--- src/rtl/cfg_spi_link.sv ---
// cfg_spi_link: SPI mode-0 slave that turns MCU frames into configuration
// register writes (57 addr data...) and status readback (52 addr xx...).
// Everything runs on clk28; the SPI pins are synchronized and edge-detected.
module cfg_spi_link #(
    parameter int SYNC_STAGES = 2,    // must be >= 2
    parameter int TIMEOUT     = 4095
) (
    input  logic       clk28,
    input  logic       rst_n,
    input  logic       spi_sck,
    input  logic       spi_cs_n,
    input  logic       spi_mosi,
    output logic       spi_miso,
    output logic [7:0] cfg_addr,
    output logic [7:0] cfg_data,
    output logic       cfg_wr,
    input  logic       cfg_busy,
    input  logic [7:0] status_in,
    output logic       frame_err
);

    typedef enum logic [2:0] {IDLE, CMD, ADDR, WDATA, RDATA, DISCARD} state_t;

    localparam logic [11:0] TO_LIM = 12'(TIMEOUT);
    localparam logic [11:0] TO_M1  = 12'(TIMEOUT - 1);
    localparam logic [7:0]  CMD_WR = 8'h57;
    localparam logic [7:0]  CMD_RD = 8'h52;

    state_t state_q, state_d;

    logic [SYNC_STAGES-1:0] sck_sync_q, sck_sync_d;
    logic [SYNC_STAGES-1:0] cs_sync_q, cs_sync_d;
    logic [SYNC_STAGES-1:0] mosi_sync_q, mosi_sync_d;
    logic                   sck_last_q, sck_last_d;
    logic                   cs_last_q, cs_last_d;

    logic [2:0]  bit_cnt_q, bit_cnt_d;
    logic [7:0]  rx_q, rx_d;
    logic [7:0]  tx_q, tx_d;
    logic        miso_q, miso_d;
    logic [11:0] idle_q, idle_d;
    logic        is_wr_q, is_wr_d;
    logic        pend_q, pend_d;
    logic [7:0]  cfg_addr_q, cfg_addr_d;
    logic [7:0]  cfg_data_q, cfg_data_d;
    logic        err_q, err_d;

    // Synchronized views and edge events
    logic       sck_s, cs_s, mosi_s;
    logic       sck_rise, sck_fall, cs_rise, cs_fall;
    logic       bit_adv, byte_done, wr_issue, timeout_hit, active_st;
    logic [2:0] cnt_after;
    logic [7:0] rx_byte;

    // Synchronizer chains shift the raw pins in at the low end
    always_comb begin
        sck_sync_d  = {sck_sync_q[SYNC_STAGES-2:0], spi_sck};
        cs_sync_d   = {cs_sync_q[SYNC_STAGES-2:0], spi_cs_n};
        mosi_sync_d = {mosi_sync_q[SYNC_STAGES-2:0], spi_mosi};
        sck_s       = sck_sync_q[SYNC_STAGES-1];
        cs_s        = cs_sync_q[SYNC_STAGES-1];
        mosi_s      = mosi_sync_q[SYNC_STAGES-1];
        sck_last_d  = sck_s;
        cs_last_d   = cs_s;
    end

    // Edge detection and per-cycle events. A bit is only taken if CS was
    // already active, so a byte finishing together with CS rise still counts.
    always_comb begin
        sck_rise    = sck_s & ~sck_last_q;
        sck_fall    = ~sck_s & sck_last_q;
        cs_fall     = ~cs_s & cs_last_q;
        cs_rise     = cs_s & ~cs_last_q;
        bit_adv     = sck_rise & ~cs_last_q;
        byte_done   = bit_adv & (bit_cnt_q == 3'd7);
        cnt_after   = bit_adv ? bit_cnt_q + 3'd1 : bit_cnt_q;
        rx_byte     = {rx_q[6:0], mosi_s};
        wr_issue    = pend_q & ~cfg_busy;
        active_st   = (state_q == CMD) || (state_q == ADDR) ||
                      (state_q == WDATA) || (state_q == RDATA);
        timeout_hit = ~cs_s & ~sck_rise & ~sck_fall & (idle_q == TO_M1) & active_st;
    end

    // State register
    always_ff @(posedge clk28 or negedge rst_n) begin
        if (!rst_n) state_q <= IDLE;
        else        state_q <= state_d;
    end

    // Next-state logic; CS rise wins over everything, after the byte is used
    always_comb begin
        state_d = state_q;
        case (state_q)
            IDLE:    if (cs_fall) state_d = CMD;
            CMD:     if (byte_done)
                         state_d = (rx_byte == CMD_WR || rx_byte == CMD_RD) ? ADDR : DISCARD;
            ADDR:    if (byte_done)
                         state_d = pend_q ? DISCARD : (is_wr_q ? WDATA : RDATA);
            WDATA:   if (byte_done && pend_q) state_d = DISCARD;
            RDATA:   state_d = RDATA;
            DISCARD: state_d = DISCARD;
            default: state_d = IDLE;
        endcase
        if (timeout_hit) state_d = DISCARD;
        if (cs_rise)     state_d = IDLE;
    end

    // Datapath: bit/idle counters, shift registers, write pending, errors.
    // A new address or data byte arriving while a write is still pending is
    // dropped as an overrun so cfg_addr/cfg_data never move under a pending write.
    always_comb begin
        bit_cnt_d  = cs_s ? 3'd0 : cnt_after;
        rx_d       = bit_adv ? rx_byte : rx_q;
        tx_d       = tx_q;
        miso_d     = miso_q;
        is_wr_d    = is_wr_q;
        pend_d     = pend_q;
        cfg_addr_d = cfg_addr_q;
        cfg_data_d = cfg_data_q;
        err_d      = 1'b0;

        if (cs_s || sck_rise || sck_fall) idle_d = 12'd0;
        else if (idle_q != TO_LIM)        idle_d = idle_q + 12'd1;
        else                              idle_d = idle_q;

        if (wr_issue) begin
            pend_d     = 1'b0;
            cfg_addr_d = cfg_addr_q + 8'd1;
        end

        if (sck_fall && !cs_s) begin
            miso_d = tx_q[7];
            tx_d   = {tx_q[6:0], 1'b1};
        end

        if (byte_done) begin
            case (state_q)
                CMD: begin
                    if (rx_byte == CMD_WR)      is_wr_d = 1'b1;
                    else if (rx_byte == CMD_RD) is_wr_d = 1'b0;
                    else                        err_d   = 1'b1;
                end
                ADDR: begin
                    if (pend_q) err_d = 1'b1;
                    else begin
                        cfg_addr_d = rx_byte;
                        if (!is_wr_q) tx_d = (rx_byte == 8'h00) ? status_in : 8'hFF;
                    end
                end
                WDATA: begin
                    if (pend_q) err_d = 1'b1;
                    else begin
                        cfg_data_d = rx_byte;
                        pend_d     = 1'b1;
                    end
                end
                RDATA:   tx_d = 8'hFF;
                default: ;
            endcase
        end

        if (timeout_hit)                      err_d = 1'b1;
        if (cs_rise && (cnt_after != 3'd0))   err_d = 1'b1;
    end

    // Datapath registers; synchronizers reset to the bus idle levels
    always_ff @(posedge clk28 or negedge rst_n) begin
        if (!rst_n) begin
            sck_sync_q  <= '0;
            cs_sync_q   <= '1;
            mosi_sync_q <= '0;
            sck_last_q  <= 1'b0;
            cs_last_q   <= 1'b1;
            bit_cnt_q   <= 3'd0;
            rx_q        <= 8'h00;
            tx_q        <= 8'hFF;
            miso_q      <= 1'b1;
            idle_q      <= 12'd0;
            is_wr_q     <= 1'b0;
            pend_q      <= 1'b0;
            cfg_addr_q  <= 8'h00;
            cfg_data_q  <= 8'h00;
            err_q       <= 1'b0;
        end else begin
            sck_sync_q  <= sck_sync_d;
            cs_sync_q   <= cs_sync_d;
            mosi_sync_q <= mosi_sync_d;
            sck_last_q  <= sck_last_d;
            cs_last_q   <= cs_last_d;
            bit_cnt_q   <= bit_cnt_d;
            rx_q        <= rx_d;
            tx_q        <= tx_d;
            miso_q      <= miso_d;
            idle_q      <= idle_d;
            is_wr_q     <= is_wr_d;
            pend_q      <= pend_d;
            cfg_addr_q  <= cfg_addr_d;
            cfg_data_q  <= cfg_data_d;
            err_q       <= err_d;
        end
    end

    // Outputs; MISO idles high outside an active read phase
    always_comb begin
        spi_miso  = (state_q == RDATA && !cs_s) ? miso_q : 1'b1;
        cfg_addr  = cfg_addr_q;
        cfg_data  = cfg_data_q;
        cfg_wr    = wr_issue;
        frame_err = err_q;
    end

endmodule
--- config.mk ---
export PLATFORM = sky130hd
export DESIGN_NAME = cfg_spi_link
export DESIGN_NICKNAME = d
export VERILOG_FILES = /design/src/rtl/cfg_spi_link.sv
export SDC_FILE = /design/constraint.sdc
export NUM_CORES = 1
export LEC_CHECK = 0
export ABC_AREA = 1
export CORE_MARGIN = 5
export CORE_UTILIZATION = 54
export DETAILED_ROUTE_END_ITERATION = 8
export DONT_BUFFER_PORTS = 1
export HOLD_SLACK_MARGIN = 0.15
export PLACE_DENSITY = 0.8
export SYNTH_ARGS = -nofsm -noshare
export SYNTH_HDL_FRONTEND = slang
export SYNTH_SLANG_ARGS = --single-unit
export TNS_END_PERCENT = 20
--- constraint.sdc ---
create_clock -name clk28 -period 1.6 [get_ports clk28]
set_input_delay 0.08 -clock clk28 [delete_from_list [all_inputs] [get_ports clk28]]
set_output_delay 0.08 -clock clk28 [all_outputs]
set_load 0.01 [all_outputs]
==> results by stage <==
Setup path:
- The worst setup path is launched from a flip-flop.
- The capturing element type of the critical path is an output port.
- The endpoint arrival time on the critical path is 1440 ps.
- STA puts the critical path data required time at 1520 ps.
- The worst-path maximum fanout is 10.
- The category of the critical setup timing path is flip-flop to output port.

STA:
- Setup violations remaining at the end of the flow were counted as 0.
- Between clock sinks in the finished design, the worst skew comes to 5.963 ps.
- The final-report max-slew violation count is 0.
- The actual transition at the worst max-transition pin is 483.7 ps.
- The highest clock rate is 657.6 MHz.
- The final clock period utilization by the worst path is 0.9504.
- The worst slew margin relative to its limit is 0.6767.
- The slack of the critical path is 79.35 ps.
- The clock period minus worst slack is 1521 ps.
- Setup repair after global routing could not meet its margin everywhere.
- The hold violation count in the final report is 0.

Flow run:
- The total of max-cap violations is 0.

Global route:
- The total overflow reported by the global router is 0.
- In the global route stage, overall resource usage came out at 0.2016.
- The initial antenna violation count came to 0.
- Entering global routing, the biggest net connects 62 pins.
- The first global-routing pass estimated 11810 um of wire.
- The via count of the first global-routing pass was 2626.

Detailed routing:
- The number of search-and-repair iterations in the first detailed-routing pass is 5.
- The final wirelength is 7001 um.
- The number of nets with antenna violations after detailed routing is 0.
- The detailed-route via count is 2740.
- The detailed router finished its first iteration with 147 violations.
- The via density per instance is 5.383.
- In the routed design, unresolved DRC markers number 0.
- After detailed routing, the average wire length per cell comes to 13.75 um.

Cells and area:
- The multi-input combinational cells in the finished layout cover a total of 1420 um^2.
- The final-stage net count is 449.
- The filler cells instantiated in the layout total 500.
- Of the cells placed in the final design, the portion with a size suffix greater than 1 is 0.1429.
- The final instance area is 3720 um^2.
- Summing all flip-flop and latch instances after layout gives 1541 um^2.
- The layout overhead on the synthesized area is 17.19%.
- The count of inserted antenna diode cells is 0.
- The non-filler instance count after layout is 509.

Clocking:
- The clock insertion delay at the later pin of the skew report is 340 ps.
- The H-tree level count is 3.
- In this run the deepest clock path goes through 2 buffers.
- The clock transition at the register clock pins on the worst setup and hold paths after CTS is 70 ps.
- The clock net in this run drives a total of 61 sinks.
- The clock root buffer is clkbuf_8.
- The CTS buffer count is 9.
- TritonCTS built the clock tree.

Floorplanning:
- The starting density of the core is 0.5458.
- The die area is 7512 um^2.
- In this run the standard cell core region covers 5816 um^2.
- The die span in x is 86.67 um.
- 33 I/O pins were placed.
- After floorplanning, the core was divided into 28 placement rows.
- The height of the chip is 86.67 um.

Placement:
- Routability-driven placement finished with a final weighted congestion of 0.9120.
- The final HPWL from detailed placement is 4777 um.
- The count of input and output buffers is 0.
- The total placed cells including tap cells is 478.
- Before CTS, the worst setup slack after placement is -44.18 ps.
- In this run the cell area measured after placement is 3296 um^2.

Power:
- The internal power of the cells totals 3010 uW.
- Across the VDD grid, the largest voltage drop is 0.0007618 V.
- The sequential share of power is 0.459.
- The switching fraction of total power is 0.2917.
- The combinational share of power is 0.177.
- The power per cell area is 1142 nW/um^2.
- The design draws 4250 uW.
- The analysis attributes to net switching a power of 1240 uW.
- The share of power burned in the clock network is 0.365.
- For this design the static power due to leakage is 0.001755 uW.

Synthesis:
- The number of nets handed over by synthesis was 421.
- The number of different library cells used by synthesis comes to 32.
- For this run, the number of Yosys warnings is 0.
- The mean post-synth cell area is 7.916 um^2.
- Synthesis inferred 61 register bits.
- The portion of the post-synthesis area used by sequential elements is 0.4856.
- The instance count of the mapped netlist is 401.
- In this run the cell area of the synthesized design comes to 3174 um^2.

Outcome:
- The flow ran to the end, and the final reports show no timing, DRC or antenna violations.

Hold path:
- The worst hold path belongs to the class input pin to async pin.
==> cells by family (layout without fill, tap and decap cells) <==
| family | after synthesis | in the layout | share of synthesized area |
|---|---|---|---|
| fa+ha+maj | 6 | 6 | 0.02365 |
| buf+inv | 60 | 93 | 0.07647 |
| flops | 61 | 61 | 0.4856 |
| xor+xnor | 7 | 7 | 0.01931 |
| simple gates | 194 | 194 | 0.2657 |
| compound gates | 68 | 68 | 0.1135 |
| mux | 5 | 5 | 0.01577 |
==> metrics by stage <==
| stage | utilization | setup TNS (ps) | hold WS (ps) |
|---|---|---|---|
| 6_report | 0.6396 | 0 | 236.5 |
| 5_1_grt | 0.6396 | -294.9 | 262.0 |
| 4_1_cts | 0.6334 | 0 | 258.9 |
| 3_5_place_dp | 0.5667 | -116.2 | -213.2 |
| 3_3_place_gp | 0.5667 | 0 | -213.5 |
| 2_1_floorplan | - | 0 | -215.6 |
==> critical path, cell delays in order, from the launching register on <==
cell and delay (ps):
dfrtp_1 470, nor2_2 180, nand2_1 80, buf_4 180, inv_1 80, nand2_1 110
==> state kept, by name, summed over array words and instances, names as in the netlist <==
signal       count
mosi_sync_q      2
rx_q             7
cs_sync_q        2
pend_q           1
bit_cnt_q        3
idle_q          12
frame_err        1
sck_last_q       1
cfg_addr         8
state_q          3
tx_q             8
sck_sync_q       2
is_wr_q          1
cfg_data         8
cs_last_q        1
miso_q           1
==> final timing paths <==
check | cells past startpoint | slack [ps] | startpoint | to
setup / recovery | 5 | 80 | state_q[1] | spi_miso
hold / removal | 2 | 240 | rst_n | idle_q[10]
setup reg to reg | 8 | 110 | rx_q[2] | tx_q[3]
hold reg to reg | 0 | 350 | mosi_sync_q[0] | mosi_sync_q[1]
max in group asynchronous | 2 | 1030 | rst_n | cs_sync_q[0]
min in group clk28 | 1 | 280 | spi_cs_n | cs_sync_q[0]
==> what timing repair did <==
item	CTS	global route
hold endpoints to repair	74	0
gates resized for setup	1	12
endpoints found under the setup margin	12	27
pin swaps	0	1
setup buffers	0	1
hold buffers	14	0
==> cells in the final DEF, fill, tap and decap left out, types with 7 or more instances in the layout <==
cell	netlist	final
o21ai_1	11	14
a21oi_1	8	8
dlygate4sd3_1	0	13
nor2_1	43	42
nand3_1	27	26
nor3_1	8	7
buf_4	1	10
dfstp_2	12	12
inv_1	49	47
dfrtp_1	49	49
nand2_1	98	97
o21ai_0	42	39
clkbuf_8	0	11
==> power groups by stage <==
stage	Combinational, uW	Clock [uW]	Sequential, uW
6_report	750	1550	1950
5_1_grt	846	1650	1970
4_1_cts	732	1580	1940
3_5_place_dp	648	0	1970
3_3_place_gp	629	0	1960
2_1_floorplan	510	0	1920
==> layout make-up <==
| class | instances | share of cell area |
|---|---|---|
| multi-input combinational | 280 | 0.3818 |
| timing repair buffer | 25 | 0.06559 |
| sequential | 61 | 0.4144 |
| clock buffer | 12 | 0.04171 |
| inverter | 52 | 0.05247 |
| clock inverter | 4 | 0.01884 |
| tap | 75 | 0.02523 |
==> metal layers <==
layer / up-vias / routed length [um] / global-route usage
met3: 10 / 462 / 0.06369
li1: 1354 / - / -
met1: 1282 / 3042 / 0.2640
met2: 94 / 3368 / 0.3081
met5: - / 0 / 0
met4: 0 / 128 / 0.08782
==> cells in the mapped netlist (all sizes together) <==
master / count / area, um^2
dfrtp: 49 / 1226
nor2: 47 / 191.4
nor4: 2 / 12.51
nor3: 9 / 56.31
nand2: 102 / 392.9
clkbuf: 2 / 8.750
xor2: 4 / 35.03
nand4: 3 / 18.77
dfstp: 12 / 315.3
mux2i: 5 / 50.05
nand3: 30 / 165.2
ha: 6 / 75.07
xnor2: 3 / 26.28
o22ai: 2 / 12.51
a31oi: 3 / 18.77
o21ai: 53 / 265.3
inv: 52 / 195.2
a21oi: 9 / 56.31
or2: 1 / 6.260
buf: 6 / 38.79
o31ai: 1 / 7.510
No activity file was read; power rests on OpenSTA's default activity.
